### config.mk
export PLATFORM = sky130hd
export DESIGN_NAME = sevseg_scan_mux
export DESIGN_NICKNAME = d
export VERILOG_FILES = /design/src/rtl/sevseg_pkg.sv /design/src/rtl/sevseg_glyph_dec.sv /design/src/rtl/sevseg_scan_mux.sv
export SDC_FILE = /design/constraint.sdc
export NUM_CORES = 1
export LEC_CHECK = 0
export BUFFER_PORTS_ARGS = -buffer_cell sky130_fd_sc_hd__buf_2
export CORE_ASPECT_RATIO = 1.4
export CORE_MARGIN = 2
export CORE_UTILIZATION = 59
export CTS_BUF_LIST = sky130_fd_sc_hd__clkbuf_8
export DETAILED_ROUTE_END_ITERATION = 12
export MAX_ROUTING_LAYER = met4
export PLACE_DENSITY = 0.82
export SLEW_MARGIN = 20
export SYNTH_ARGS = -nofsm -noshare
export SYNTH_HDL_FRONTEND = slang
export SYNTH_SLANG_ARGS = --single-unit
### constraint.sdc
create_clock -name clk -period 2.8 [get_ports clk]
set_input_delay 0.14 -clock clk [delete_from_list [all_inputs] [get_ports clk]]
set_output_delay 0.14 -clock clk [all_outputs]
set_load 0.02 [all_outputs]
### src/rtl/sevseg_pkg.sv
// Shared segment encodings and the nibble-to-glyph decode function for the scan driver.
package sevseg_pkg;

  typedef logic [6:0] seg_t;  // {g,f,e,d,c,b,a}, active low

  localparam seg_t SEG_0     = 7'h40;
  localparam seg_t SEG_1     = 7'h79;
  localparam seg_t SEG_2     = 7'h24;
  localparam seg_t SEG_3     = 7'h30;
  localparam seg_t SEG_4     = 7'h19;
  localparam seg_t SEG_5     = 7'h12;
  localparam seg_t SEG_6     = 7'h02;
  localparam seg_t SEG_7     = 7'h78;
  localparam seg_t SEG_8     = 7'h00;
  localparam seg_t SEG_9     = 7'h10;
  localparam seg_t SEG_A     = 7'h08;
  localparam seg_t SEG_B     = 7'h03;
  localparam seg_t SEG_C     = 7'h46;
  localparam seg_t SEG_D     = 7'h21;
  localparam seg_t SEG_E     = 7'h06;
  localparam seg_t SEG_F     = 7'h0E;
  localparam seg_t SEG_DASH  = 7'h3F;
  localparam seg_t SEG_BLANK = 7'h7F;

  function automatic seg_t glyph(input logic [3:0] v, input logic hex);
    seg_t s;
    s = SEG_BLANK;
    case (v)
      4'h0: s = SEG_0;
      4'h1: s = SEG_1;
      4'h2: s = SEG_2;
      4'h3: s = SEG_3;
      4'h4: s = SEG_4;
      4'h5: s = SEG_5;
      4'h6: s = SEG_6;
      4'h7: s = SEG_7;
      4'h8: s = SEG_8;
      4'h9: s = SEG_9;
      4'hA: s = SEG_A;
      4'hB: s = SEG_B;
      4'hC: s = SEG_C;
      4'hD: s = SEG_D;
      4'hE: s = SEG_E;
      4'hF: s = SEG_F;
    endcase
    // Decimal mode has no glyph above 9, so those values show a dash.
    if (!hex && (v > 4'd9)) s = SEG_DASH;
    return s;
  endfunction

endpackage

### src/rtl/sevseg_glyph_dec.sv
// Combinational nibble decoder: hex_mode selects A-F glyphs, otherwise 10..15 show a dash.
module sevseg_glyph_dec
  import sevseg_pkg::*;
(
  input  logic [3:0] i_value,
  input  logic       i_hex_mode,
  output seg_t       o_seg
);

  assign o_seg = glyph(i_value, i_hex_mode);

endmodule

### src/rtl/sevseg_scan_mux.sv
// Time-multiplexed N-digit common-anode 7-segment driver with per-frame input snapshot and PWM dimming.
// Optional digit blinking is compiled in when SEVSEG_BLINK_EN is defined.
module sevseg_scan_mux
  import sevseg_pkg::*;
#(
  parameter int NUM_DIGITS   = 4,
  parameter int CLK_DIV_W    = 18,
  parameter int BRIGHT_W     = 3,
  parameter int BLINK_FRAMES = 32
) (
  input  logic                    clk,
  input  logic                    rst_n,
  input  logic [4*NUM_DIGITS-1:0] digits_in,
  input  logic [NUM_DIGITS-1:0]   dp_in,
  input  logic                    hex_mode,
  input  logic                    lz_blank,
  input  logic [BRIGHT_W-1:0]     brightness,
`ifdef SEVSEG_BLINK_EN
  input  logic [NUM_DIGITS-1:0]   blink_mask,
`endif
  output logic [6:0]              seg,
  output logic                    dp,
  output logic [NUM_DIGITS-1:0]   an,
  output logic                    frame_start
);

  localparam int               IDX_W    = (NUM_DIGITS > 1) ? $clog2(NUM_DIGITS) : 1;
  localparam logic [IDX_W-1:0] LAST_IDX = IDX_W'(NUM_DIGITS - 1);

  if (NUM_DIGITS < 1 || BRIGHT_W >= CLK_DIV_W || BLINK_FRAMES < 1) begin : g_bad_params
    $error("sevseg_scan_mux: illegal parameter combination");
  end

  logic [CLK_DIV_W-1:0]    r_div_cnt;
  logic [IDX_W-1:0]        r_idx;
  logic                    r_first;
  logic [4*NUM_DIGITS-1:0] r_digits;
  logic [NUM_DIGITS-1:0]   r_dp;
  logic                    r_hex;
  logic                    r_lz;
  logic [6:0]              r_seg;
  logic                    r_dp_n;
  logic [NUM_DIGITS-1:0]   r_an;
  logic                    r_frame_start;

  logic                    w_tick;
  logic                    w_snap;
  logic                    w_blank;
  logic                    w_hide;
  logic                    w_pwm_on;
  logic [3:0]              w_nibble;
  logic [NUM_DIGITS-1:0]   w_lead_zero;
  seg_t                    w_glyph;

  assign w_tick = &r_div_cnt;
  assign w_snap = r_first | (w_tick & (r_idx == LAST_IDX));

  // NOTE: sequential state uses non-blocking (<=) so every register samples pre-edge values.
  always_ff @(posedge clk or negedge rst_n) begin
    if (!rst_n) begin
      r_div_cnt <= '0;
      r_idx     <= '0;
      r_first   <= 1'b1;
    end else begin
      r_div_cnt <= r_div_cnt + CLK_DIV_W'(1);
      r_first   <= 1'b0;
      if (w_tick) r_idx <= (r_idx == LAST_IDX) ? '0 : r_idx + IDX_W'(1);
    end
  end

  // NOTE: shadow registers are reset so the cycle before the first snapshot decodes a defined value.
  always_ff @(posedge clk or negedge rst_n) begin
    if (!rst_n) begin
      r_digits <= '0;
      r_dp     <= '0;
      r_hex    <= 1'b0;
      r_lz     <= 1'b0;
    end else if (w_snap) begin
      r_digits <= digits_in;
      r_dp     <= dp_in;
      r_hex    <= hex_mode;
      r_lz     <= lz_blank;
    end
  end

  // NOTE: the whole vector gets a default first so no path through the loop can infer a latch.
  always_comb begin
    w_lead_zero                 = '0;
    w_lead_zero[NUM_DIGITS-1]   = (r_digits[4*NUM_DIGITS-1 -: 4] == 4'd0);
    for (int i = NUM_DIGITS - 2; i >= 0; i--) begin
      w_lead_zero[i] = w_lead_zero[i+1] & (r_digits[4*i +: 4] == 4'd0);
    end
  end

  assign w_nibble = r_digits[4*r_idx +: 4];
  assign w_blank  = r_lz & w_lead_zero[r_idx] & (r_idx != '0);
  assign w_pwm_on = (r_div_cnt[CLK_DIV_W-1 -: BRIGHT_W] <= brightness);

  sevseg_glyph_dec u_glyph_dec (
    .i_value    (w_nibble),
    .i_hex_mode (r_hex),
    .o_seg      (w_glyph)
  );

`ifdef SEVSEG_BLINK_EN
  localparam int FC_W = (BLINK_FRAMES > 1) ? $clog2(BLINK_FRAMES) : 1;

  logic [FC_W-1:0]       r_frame_cnt;
  logic                  r_blink_off;
  logic [NUM_DIGITS-1:0] r_blink_mask;

  always_ff @(posedge clk or negedge rst_n) begin
    if (!rst_n) begin
      r_frame_cnt  <= '0;
      r_blink_off  <= 1'b0;
      r_blink_mask <= '0;
    end else begin
      if (w_snap) r_blink_mask <= blink_mask;
      if (w_tick && (r_idx == LAST_IDX)) begin
        if (r_frame_cnt == FC_W'(BLINK_FRAMES - 1)) begin
          r_frame_cnt <= '0;
          r_blink_off <= ~r_blink_off;
        end else begin
          r_frame_cnt <= r_frame_cnt + FC_W'(1);
        end
      end
    end
  end

  assign w_hide = r_blink_off & r_blink_mask[r_idx];
`else
  assign w_hide = 1'b0;
`endif

  always_ff @(posedge clk or negedge rst_n) begin
    if (!rst_n) begin
      r_seg         <= SEG_BLANK;
      r_dp_n        <= 1'b1;
      r_an          <= '1;
      r_frame_start <= 1'b0;
    end else begin
      r_seg         <= (w_blank | w_hide) ? SEG_BLANK : w_glyph;
      r_dp_n        <= ~r_dp[r_idx] | w_hide;
      // All anodes dark on the tick cycle so the old pattern never ghosts onto the next digit.
      r_an          <= (w_pwm_on & ~w_tick) ? ~(NUM_DIGITS'(1) << r_idx) : '1;
      r_frame_start <= w_snap;
    end
  end

  assign seg         = r_seg;
  assign dp          = r_dp_n;
  assign an          = r_an;
  assign frame_start = r_frame_start;

endmodule

Yosys cells after proc, flatten, opt, wreduce, memory -nomap -nowiden
Memory sizes are Yosys's and may differ from the RTL's.
Cells that the tools add are included.
- add/subtract/negate cells: 2
- order comparisons: 3
- eq/ne operators: 1
- shift operators: 2
- multiplexer cells: 8
- bitwise operators: 11
- reduce and logical (&&, ||, !) cells: 8
- operators by type and width (operator ; number):
    $add A18 B1 Y18 const B ; 1
    $reduce_and A18 Y1 ; 1
    $logic_not A4 Y1 ; 4
    $shiftx A16 B5 Y4 ; 1
    $mux W7 ; 2
    $and A1 B1 Y1 ; 7
    $bmux W1 S2 ; 2
    $gt A4 B4 Y1 const B ; 1
    $mux W4 ; 1
    $not A4 Y4 ; 1
    $shl A1 B2 Y4 const A ; 1
    $le A3 B3 Y1 ; 1
    $lt A2 B3 Y1 const B ; 1
    $add A2 B1 Y2 const B ; 1
    $eq A2 B2 Y1 const B ; 1
    $mux W1 ; 2
    $mux W2 ; 1
    $not A1 Y1 ; 2
    $reduce_bool A2 Y1 ; 1
    $logic_and A1 B1 Y1 ; 1
    $logic_not A1 Y1 ; 1
    $or A1 B1 Y1 ; 1
- bits in registers: 56
- bits in read-only memories: 112
- bits of input ports: 27
- output and inout port bits: 13
- logic and storage cells: 47
- memories kept: 1
- memory list (memory ; depth ; bits a word ; read ports ; clocked after Yosys merged registers in ; write ports ; RTL line ; text):
    (name not given) ; 16 ; 7 ; 1 ; 0 ; 0 ; sevseg_pkg.sv:28 ; case (v)

Longest topological paths before layout
Gate-level depths: netlist of run 1.
- word-level depth: 9
- depth in mapped cells: 9
- depth with buffers taken out: 7

Modules after synthesis
A second synthesis of run 1 with hierarchy kept.
- cell total of the unflattened synthesis: 212
- area, all modules: 2802.7 um2
- by module, submodules not included (module ; times used ; cells an instance ; area an instance (um2) ; seq. area each (um2)):
    sevseg_scan_mux ; 1 ; 175 ; 2508.7 ; 1417.6
    sevseg_glyph_dec ; 1 ; 37 ; 294.0 ; 0.0

Worst setup path after synthesis of run 1
Ideal clock, no wire load.
- path type: reg-to-reg
- from: reg r_idx[0]
- to: reg r_seg[3], in the netlist seg[3]
- library setup time: 0.099 ns
- arrival: 2.031 ns
- data required time: 2.701 ns
- path slack: 0.670 ns
- cell stages (with the launch flop): 9
- buffers on the path: 2
- clock period less this slack: 2.130 ns
- cells stage by stage: dfrtp_1 -> buf_6 -> mux4_2 -> inv_1 -> ha_1 -> clkbuf_1 -> nor2_1 -> o211ai_2 -> o2111ai_1
- longest elaborated chain between the ends: 5
- elaborated cells on any way between the ends: 11
- those cells by class: order compare: 1; shift: 1; mux: 4; bitwise: 2; reduce/logical: 2; memory: 1
- ends and longest elaborated chain (item ; RTL line ; text):
    start: declaration ; sevseg_scan_mux.sv:35 ; logic [IDX_W-1:0] r_idx;
    start signal: assignment ; sevseg_scan_mux.sv:67 ; if (w_tick) r_idx <= (r_idx == LAST_IDX) ? '0 : r_idx + IDX_W'(1);
    $shiftx A16 B5 Y4 / $bmux W1 S2 (equally long branches) ; sevseg_scan_mux.sv:95, sevseg_scan_mux.sv:96 ;
    $gt A4 B4 Y1 / $mux W1 (equally long branches) ; sevseg_pkg.sv:47, sevseg_scan_mux.sv:96 ;
    $logic_and A1 B1 Y1 / $and A1 B1 Y1 (equally long branches) ; sevseg_pkg.sv:47, sevseg_scan_mux.sv:96 ;
    $mux W7 / $and A1 B1 Y1 (equally long branches) ; sevseg_pkg.sv:47, sevseg_scan_mux.sv:96 ;
    $mux W7 (*) ; sevseg_scan_mux.sv:142 ; r_seg <= (w_blank | w_hide) ? SEG_BLANK : w_glyph;
    end signal: assignment ; sevseg_scan_mux.sv:142 ;
    end: declaration ; sevseg_scan_mux.sv:41 ; logic [6:0] r_seg;
Mark *: on every way between the ends. The rest lies on a longest branch, timed or not. The select of a mux whose other input is x is not followed.
A chain may end at the register's enable or synchronous reset.

Worst setup path in the final report of run 1
- from: reg r_idx[1]
- to: reg r_seg[3], in the netlist seg[3]
The elaborated chain is that of the path after synthesis.

==> results of run 1 <==
through the flow:
stage / power [mW] / utilization [%] / hold WS, ns / area [µm²] / setup WS (ns)
after floorplan: 1.11 / - / -0.156 / 2860 / 0.670
after global placement: 1.19 / 65.0 / 0.244 / 3100 / 0.694
after detailed placement: 1.20 / 65.0 / 0.249 / 3100 / 0.626
after CTS: 1.65 / 67.2 / 0.0543 / 3210 / 0.608
after global routing: 1.71 / 67.2 / 0.0572 / 3210 / 0.376
final: 1.63 / 67.2 / 0.0539 / 3210 / 0.592
cells in the final DEF, fill, tap and decap left out, types with 3 or more instances in the layout:
master,netlist,final
nand3_1,14,14
dfstp_2,13,13
nor2_1,7,7
and3_1,4,4
xor2_1,9,9
nand3b_1,3,3
nor3_1,4,4
nand4_1,5,5
o21ai_0,4,4
xnor2_1,11,11
dfrtp_1,43,43
ha_1,14,14
clkbuf_8,0,6
nand2_1,12,12
mux4_2,5,5
buf_2,2,39
o2111ai_1,3,3
a21oi_1,4,4
mux2_2,27,27
inv_1,13,13
buf_4,0,4
mux2i_1,4,4
nor4_1,6,6
sequential cells by signal, indices dropped and copies added, names as in the netlist:
signal	cells
dp	1
seg	7
r_lz	1
frame_start	1
an	4
r_dp	4
r_hex	1
r_idx	2
r_first	1
r_div_cnt	18
r_digits	16
routing by layer:
layer	wire length, µm	vias up	GRT usage, %
met2	2850	37	38.8
met1	2020	925	24.1
met3	139	10	2.86
met4	108	0	8.08
li1	-	915	-
met5	0	-	-
report_power, final:
part,switching (mW),internal [mW]
logic,0.136,0.120
clock network,0.252,0.203
registers,0.0426,0.880
total,0.431,1.20
logic make-up after synthesis:
family | count (synthesis) | share of synthesized area, %
mux | 37 | 16.5
xor+xnor | 20 | 6.13
compound gates | 20 | 5.30
other cells | 1 | 0.131
fa+ha+maj | 14 | 6.13
flops | 56 | 49.6
buf+inv | 21 | 3.90
simple gates | 63 | 12.3
how the worst min path moves through the flow:
stage	start	endpoint	slack [ns]	cells past startpoint
after floorplan	rst_n	frame_start	-0.16	0
after global placement	rst_n	r_idx[1]	0.24	1
after detailed placement	rst_n	r_div_cnt[17]	0.25	1
final	dp_in[0]	r_dp[0]	0.05	2
after CTS	dp_in[0]	r_dp[0]	0.05	2
after global routing	dp_in[0]	r_dp[0]	0.06	2
final cells by class:
type,instances,area share [%]
sequential,56,44.2
timing repair buffer,44,7.34
tap,64,2.50
multi-input combinational,155,41.4
clock buffer,6,2.58
inverter,13,1.52
clock inverter,2,0.429
worst reg2reg max path: stages, from the launching register on:
cell	delay, ns
dfrtp_1	0.63
mux4_2	0.45
inv_1	0.13
ha_1	0.34
nor2_1	0.11
o211ai_2	0.30
o2111ai_1	0.16
==> results.sh, run 1 <==
export IMPL_synth_area_leader_cell="dfrtp_1"
export IMPL_status="finished, final reports clean"
export IMPL_fmaxAchievable_mhz=453
export IMPL_wl_per_cell_um=15.0
export IMPL_post_synth_cell_area_avg_um2=12.3
export IMPL_synth_edf_count=0
export IMPL_drt_iter0_drc=94
export IMPL_dp_cells=331
export IMPL_synth_area_leaders="dfrtp_1 (38%), dfstp_2 (12%), mux2_2 (11%)"
export IMPL_slew_viol_final=0
export IMPL_synth_area_um2=2860
export IMPL_synth_main_ff_cell="dfrtp_1"
export IMPL_ir_worst_vdd_uv=396
export IMPL_yosysSeqAreaShare_pct=49.6
export IMPL_cts_resized=0
export IMPL_yosysMostFrequentCell="dfrtp_1"
export IMPL_startpoint="r_idx[1]"
export IMPL_synth_top_area_share_pct=37.7
export IMPL_synth_top_cells_by_count="dfrtp_1 (43), mux2_2 (27), ha_1 (14), nand3_1 (14)"
export IMPL_hold_viol_final=0
export IMPL_relSlewSlack_pct=51.1
export IMPL_critPathKind="register to register"
export IMPL_ctsHoldBuffers=1
export IMPL_p_per_area_nw_per_um2=510
export IMPL_nFillCells=371
export IMPL_clockBufferDepth=2
export IMPL_htreeDepth=2
export IMPL_slowest_delay_ns=0.63
export IMPL_grt_usage_pct=21.4
export IMPL_crit_family="flip-flops"
export IMPL_critPathArrivalTime_ns=2.42
export IMPL_drv_cap=0
export IMPL_drive_gt1_share_pct=36.6
export IMPL_synth_seq_cells=56
export IMPL_crit_chain="mux4_2 > inv_1 > ha_1 > nor2_1 > o211ai_2 > o2111ai_1"
export IMPL_reg2reg_from="r_idx[1]"
export IMPL_layoutNonFillerInstCount=340
export IMPL_via_per_inst=5.55
export IMPL_grt_pass1_wl_um=8820
export IMPL_cts_sinks=56
export IMPL_grt_start_max_net_pins=35
export IMPL_syn2layout_area_growth_pct=12.2
export IMPL_yosys_warnings=0
export IMPL_tns_ns=0
export IMPL_die_w_um=62.8
export IMPL_num_rows=30
export IMPL_antenna_found_initial=0
export IMPL_rsz0062_at_grt="no"
export IMPL_path_max_fanout=14
export IMPL_cts_setup_buffers=0
export IMPL_nNetsFinal=316
export IMPL_worst_path_max_delay_cell="dfrtp_1"
export IMPL_antenna_left=0
export IMPL_critPathBufInv=1
export IMPL_finalSetupViolations=0
export IMPL_grt_pass1_vias=1945
export IMPL_r2r_cells=6
export IMPL_fin_worst_skew_ns=0.00699
export IMPL_numCtsBuffers=5
export IMPL_start_kind="register"
export IMPL_drc=0
export IMPL_fin_crit_sh_pct=78.8
export IMPL_dieArea_um2=5420
export IMPL_synth_cell_types=40
export IMPL_root_buffer="clkbuf_8"
export IMPL_hp_class="primary input to register"
export IMPL_initial_utilization_pct=59.9
export IMPL_antenna_cells=0
export IMPL_cts_tree="built"
export IMPL_ioPinCount=40
export IMPL_dr_pass1_iters=4
export IMPL_crit_required_ns=3.02
export IMPL_period_minus_slack_ns=2.21
export IMPL_path_depth=6
export IMPL_endpoint_kind="register"
export IMPL_place_gp_congestion=0.882
export IMPL_syn_inst=232
export IMPL_multi_input_area_um2=1330
export IMPL_clk_pin_slew_ns=0.10
export IMPL_r2r_end="seg[3]"
export IMPL_synthesis_nets=273
export IMPL_crit_path_end="seg[3]"
export IMPL_core_um2=4770
export IMPL_die_y_um=86.3
export IMPL_io_buffers=39
export IMPL_clock_latency_ns=0.31
export IMPL_grt_remaining_overflow=0
export IMPL_p_leak_nw=1.47
export IMPL_r2r_slack_ns=0.59
export IMPL_async_reset_ff_share_pct=100
export IMPL_via_count=1887
export IMPL_seq_area_um2=1420
export IMPL_wl_um=5120
export IMPL_detailed_place_hpwl_um=3960
export IMPL_tightest_slew_ns=0.734
Power figures use the tool's default switching activity.
==> inputs of run 2 (changes only) <==
- clock period: 2.8 -> 2.15 ns (I/O delays scaled with it)
==> results.sh, run 2 (synthesis results as in run 1) <==
export IMPL_critPathBufInv=2
export IMPL_final_cell_mix="dfrtp_1 (42), buf_2 (39), mux2_2 (27)"
export IMPL_drive_gt1_share_pct=38.8
export IMPL_detailed_place_hpwl_um=3930
export IMPL_fin_util_pct=68.7
export IMPL_clk_pin_slew_ns=0.10
export IMPL_ioPinCount=40
export IMPL_place_gp_congestion=0.854
export IMPL_start_kind="register"
export IMPL_stdcell_area_um2=3270
export IMPL_wl_um=5380
export IMPL_cts_setup_buffers=0
export IMPL_crit_required_ns=2.37
export IMPL_htreeDepth=2
export IMPL_wl_per_cell_um=15.6
export IMPL_crit_chain="mux4_2 > buf_4 > ha_1 > inv_1 > nor3_1 > nor4_1 > o211ai_1"
export IMPL_slew_viol_final=0
export IMPL_grt_start_max_net_pins=34
export IMPL_hold_viol_final=0
export IMPL_grt_usage_pct=21.6
export IMPL_layoutNonFillerInstCount=345
export IMPL_p_per_area_nw_per_um2=656
export IMPL_placed_area_um2=3140
export IMPL_worst_path_max_delay_cell="mux4_2"
export IMPL_tns_ns=0
export IMPL_critPathKind="register to register"
export IMPL_path_max_fanout=5
export IMPL_relSlewSlack_pct=60.7
export IMPL_status="finished, final reports clean"
export IMPL_nNetsFinal=321
export IMPL_p_leak_nw=1.49
export IMPL_clockBufferDepth=2
export IMPL_grt_pass1_vias=1922
export IMPL_worst_slack_ns=0.151
export IMPL_root_buffer="clkbuf_8"
export IMPL_die_y_um=86.3
export IMPL_fin_worst_skew_ns=0.00682
export IMPL_dieArea_um2=5420
export IMPL_startpoint="r_idx[0]"
export IMPL_grt_pass1_wl_um=8890
export IMPL_period_minus_slack_ns=2.00
export IMPL_hp_class="primary input to register"
export IMPL_finalSetupViolations=0
export IMPL_dp_cells=335
export IMPL_grt_remaining_overflow=0
export IMPL_hold_path_startpoint="dp_in[0]"
export IMPL_io_buffers=39
export IMPL_dp_slack_ns=0.0422
export IMPL_slowest_delay_ns=0.52
export IMPL_cts_tree="built"
export IMPL_numCtsBuffers=5
export IMPL_largest_register_ffs=18
export IMPL_final_common_cell="dfrtp_1"
export IMPL_fmaxAchievable_mhz=500
export IMPL_critPathArrivalTime_ns=2.22
export IMPL_antenna_left=0
export IMPL_regMostFlops="r_div_cnt"
export IMPL_reg2reg_from="r_idx[0]"
export IMPL_cts_sinks=56
export IMPL_dr_pass1_iters=4
export IMPL_drc=0
export IMPL_die_w_um=62.8
export IMPL_whs_ns=0.0230
export IMPL_syn2layout_area_growth_pct=14.6
export IMPL_r2r_slack_ns=0.15
export IMPL_total_power_mw=2.15
export IMPL_via_count=1929
export IMPL_endpoint_kind="register"
export IMPL_initial_utilization_pct=59.9
export IMPL_crit_family="multiplexers"
export IMPL_via_per_inst=5.59
export IMPL_drv_cap=0
export IMPL_core_um2=4770
export IMPL_num_rows=30
export IMPL_ir_worst_vdd_uv=596
export IMPL_rsz0062_at_grt="no"
export IMPL_antenna_cells=0
export IMPL_drt_iter0_drc=62
export IMPL_clock_latency_ns=0.31
export IMPL_fin_crit_sh_pct=93.0
export IMPL_tightest_slew_ns=0.584
export IMPL_antenna_found_initial=0
==> run 2: metal layers <==
metal | routed length [µm] | vias to the layer above | global-route usage (%)
met1 | 2200 | 956 | 25.6
met5 | 0 | - | -
li1 | - | 928 | -
met3 | 144 | 6 | 3.38
met4 | 60 | 0 | 5.45
met2 | 2980 | 39 | 38.7
==> run 2: where the power goes <==
group	switching, mW	internal [mW]
Sequential	0.0550	1.15
Combinational	0.176	0.163
Clock	0.341	0.264
==> run 2: final cells by class <==
type	count	area, µm²
Tap cell	64	80.1
Clock buffer	6	82.6
Sequential cell	56	1420
Multi-Input combinational cell	156	1350
Clock inverter	2	13.8
Inverter	13	48.8
Fill cell	353	1490
Timing Repair Buffer	48	278
==> run 2: path summary, 6_finish.rpt <==
path                                endpoint  depth (start not counted)
worst max register to register        seg[0]                          7
worst min register to register  r_div_cnt[0]                          1
worst min-delay path                 r_dp[0]                          2
worst max-delay path                  seg[0]                          7
min in group asynchronous        r_digits[1]                          2
max in group asynchronous              an[3]                          3
==> run 2: worst reg2reg max path, stage by stage (launching register included) <==
cell      delay [ns]
dfrtp_2         0.45
mux4_2          0.53
buf_4           0.17
ha_1            0.25
inv_1           0.09
nor3_1          0.05
nor4_1          0.27
o211ai_1        0.12
==> run 2: what timing repair did <==
item | CTS | global route
hold endpoints to repair | 15 | 0
hold buffers | 1 | 0
endpoints found under the setup margin | 0 | 28
gates resized for setup | 0 | 4
==> inputs of run 3 (changes only) <==
--- a/config.mk
+++ b/config.mk
@@ -7,2 +7,3 @@
 export LEC_CHECK = 0
+export ABC_AREA = 1
 export BUFFER_PORTS_ARGS = -buffer_cell sky130_fd_sc_hd__buf_2
--- a/constraint.sdc
+++ b/constraint.sdc
@@ -3,2 +3,2 @@
 set_output_delay 0.1075 -clock clk [all_outputs]
-set_load 0.02 [all_outputs]
+set_load 0.05 [all_outputs]
==> results.sh, run 3 <==
export IMPL_status="finished, final reports clean"
export IMPL_dp_slack_ns=0.297
export IMPL_reg2reg_from="r_div_cnt[0]"
export IMPL_endpoint_kind="register"
export IMPL_antenna_found_initial=0
export IMPL_critPathArrivalTime_ns=2.16
export IMPL_ioPinCount=40
export IMPL_nFillCells=374
export IMPL_drt_iter0_drc=100
export IMPL_crit_required_ns=2.39
export IMPL_synth_top_area_share_pct=37.1
export IMPL_slew_viol_final=0
export IMPL_r2r_slack_ns=0.23
export IMPL_seq_area_um2=1420
export IMPL_syn2layout_area_growth_pct=20.9
export IMPL_synth_area_um2=2900
export IMPL_grt_start_max_net_pins=57
export IMPL_via_count=2485
export IMPL_multi_input_area_um2=1320
export IMPL_synth_top_cells_by_count="nand2_1 (132), nand3_1 (50), dfrtp_1 (43)"
export IMPL_critPathKind="register to register"
export IMPL_wl_um=6130
export IMPL_r2r_cells=9
export IMPL_yosysMostFrequentCell="nand2_1"
export IMPL_tightest_slew_ns=0.713
export IMPL_grt_usage_pct=25.6
export IMPL_whs_ns=0.320
export IMPL_drc=0
export IMPL_via_per_inst=5.13
export IMPL_io_buffers=39
export IMPL_place_gp_congestion=0.918
export IMPL_tns_ns=0
export IMPL_largest_register_ffs=18
export IMPL_path_max_fanout=23
export IMPL_num_rows=30
export IMPL_synthesis_nets=395
export IMPL_async_reset_ff_share_pct=100
export IMPL_clock_latency_ns=0.31
export IMPL_grt_pass1_vias=2456
export IMPL_fin_worst_skew_ns=0.00989
export IMPL_hold_viol_final=0
export IMPL_dr_pass1_iters=4
export IMPL_clk_pin_slew_ns=0.10
export IMPL_cts_sinks=56
export IMPL_hp_class="primary input to asynchronous set/reset pin"
export IMPL_drive_gt1_share_pct=18.1
export IMPL_numCtsBuffers=5
export IMPL_start_kind="register"
export IMPL_synth_cell_types=24
export IMPL_regMostFlops="r_div_cnt"
export IMPL_dieArea_um2=5500
export IMPL_htreeDepth=2
export IMPL_die_y_um=87.0
export IMPL_yosysSeqAreaShare_pct=48.9
export IMPL_worst_slack_ns=0.231
export IMPL_wl_per_cell_um=12.7
export IMPL_rsz0062_at_grt="no"
export IMPL_p_leak_nw=1.84
export IMPL_synth_seq_cells=56
export IMPL_p_per_area_nw_per_um2=643
export IMPL_grt_pass1_wl_um=10600
export IMPL_drv_cap=0
export IMPL_cts_resized=0
export IMPL_r2r_end="r_digits[3]"
export IMPL_grt_remaining_overflow=0
export IMPL_syn_inst=354
export IMPL_relSlewSlack_pct=52.4
export IMPL_final_common_cell="nand2_1"
export IMPL_ir_worst_vdd_uv=505
export IMPL_root_buffer="clkbuf_8"
export IMPL_finalSetupViolations=0
export IMPL_antenna_cells=0
export IMPL_post_synth_cell_area_avg_um2=8.20
export IMPL_antenna_left=0
export IMPL_cts_tree="built"
export IMPL_fin_crit_sh_pct=89.2
export IMPL_synth_area_leader_cell="dfrtp_1"
export IMPL_clockBufferDepth=2
export IMPL_die_w_um=63.3
export IMPL_yosys_warnings=0
export IMPL_synth_area_leaders="dfrtp_1 (37%), nand2_1 (17%), dfstp_2 (12%)"
export IMPL_initial_utilization_pct=60.4
export IMPL_synth_main_ff_cell="dfrtp_1"
export IMPL_core_um2=4800
export IMPL_fmaxAchievable_mhz=521
export IMPL_detailed_place_hpwl_um=4150
export IMPL_final_cell_mix="nand2_1 (132), nand3_1 (50), dfrtp_1 (43)"
export IMPL_synth_edf_count=0
export IMPL_period_minus_slack_ns=1.92
export IMPL_nNetsFinal=460
[run 3: kinds of logic after synthesis]
logic type | synth area share (%)
fa+ha+maj | 6.04
flops | 48.9
other cells | 0.129
buf+inv | 5.74
simple gates | 33.2
compound gates | 1.55
xor+xnor | 4.53
[run 3: cell type report]
class | count | share of cell area [%]
Clock buffer | 5 | 1.96
Multi-Input combinational cell | 261 | 37.6
Inverter | 28 | 3.00
Tap cell | 64 | 2.28
Timing Repair Buffer | 67 | 13.6
Sequential cell | 56 | 40.4
Clock inverter | 3 | 1.21
[run 3: how the worst max path moves through the flow]
stage                       from           end
global route            r_idx[0]        seg[3]
global placement    r_div_cnt[0]  r_digits[15]
floorplan               r_idx[0]        seg[0]
CTS                 r_div_cnt[0]       r_dp[2]
detailed placement  r_div_cnt[0]   r_digits[0]
finish              r_div_cnt[0]   r_digits[3]
[run 3: worst max-delay path, stage by stage, from the launching register on]
cell and delay, ns:
dfrtp_1 0.42, ha_1 0.21, nand3_1 0.15, inv_2 0.10
nand2_2 0.08, nor2_4 0.16, nand3_4 0.24, nand2_4 0.29
nand2_1 0.10, nand2_1 0.10
[run 3: what timing repair did]
| item | in CTS | in global routing |
|---|---|---|
| hold buffers | 22 | 1 |
| endpoints found under the hold margin | 64 | 1 |
| setup buffers | 0 | 0 |
[run 3: stage by stage]
step	total power, mW	instance area (µm²)	cells	utilization, %
finish	2.25	3510	484	73.0
global route	2.36	3510	484	73.0
CTS	2.26	3500	483	72.8
detailed placement	1.56	3170	453	65.9
global placement	1.55	3170	453	65.9
floorplan	1.45	2900	354	-
[run 3: report_power, final]
group          switching (mW)  total (mW)  internal, mW
Clock                   0.328       0.673         0.345
Combinational           0.270       0.406         0.136
Sequential             0.0374        1.18          1.14
[run 3: layer usage]
metal,track usage [%],up-vias,share of wire [%]
met5,-,-,0
met4,10.3,0,3.2
met3,4.79,21,3.7
met2,47.0,72,55
met1,27.1,1153,38
li1,-,1239,-
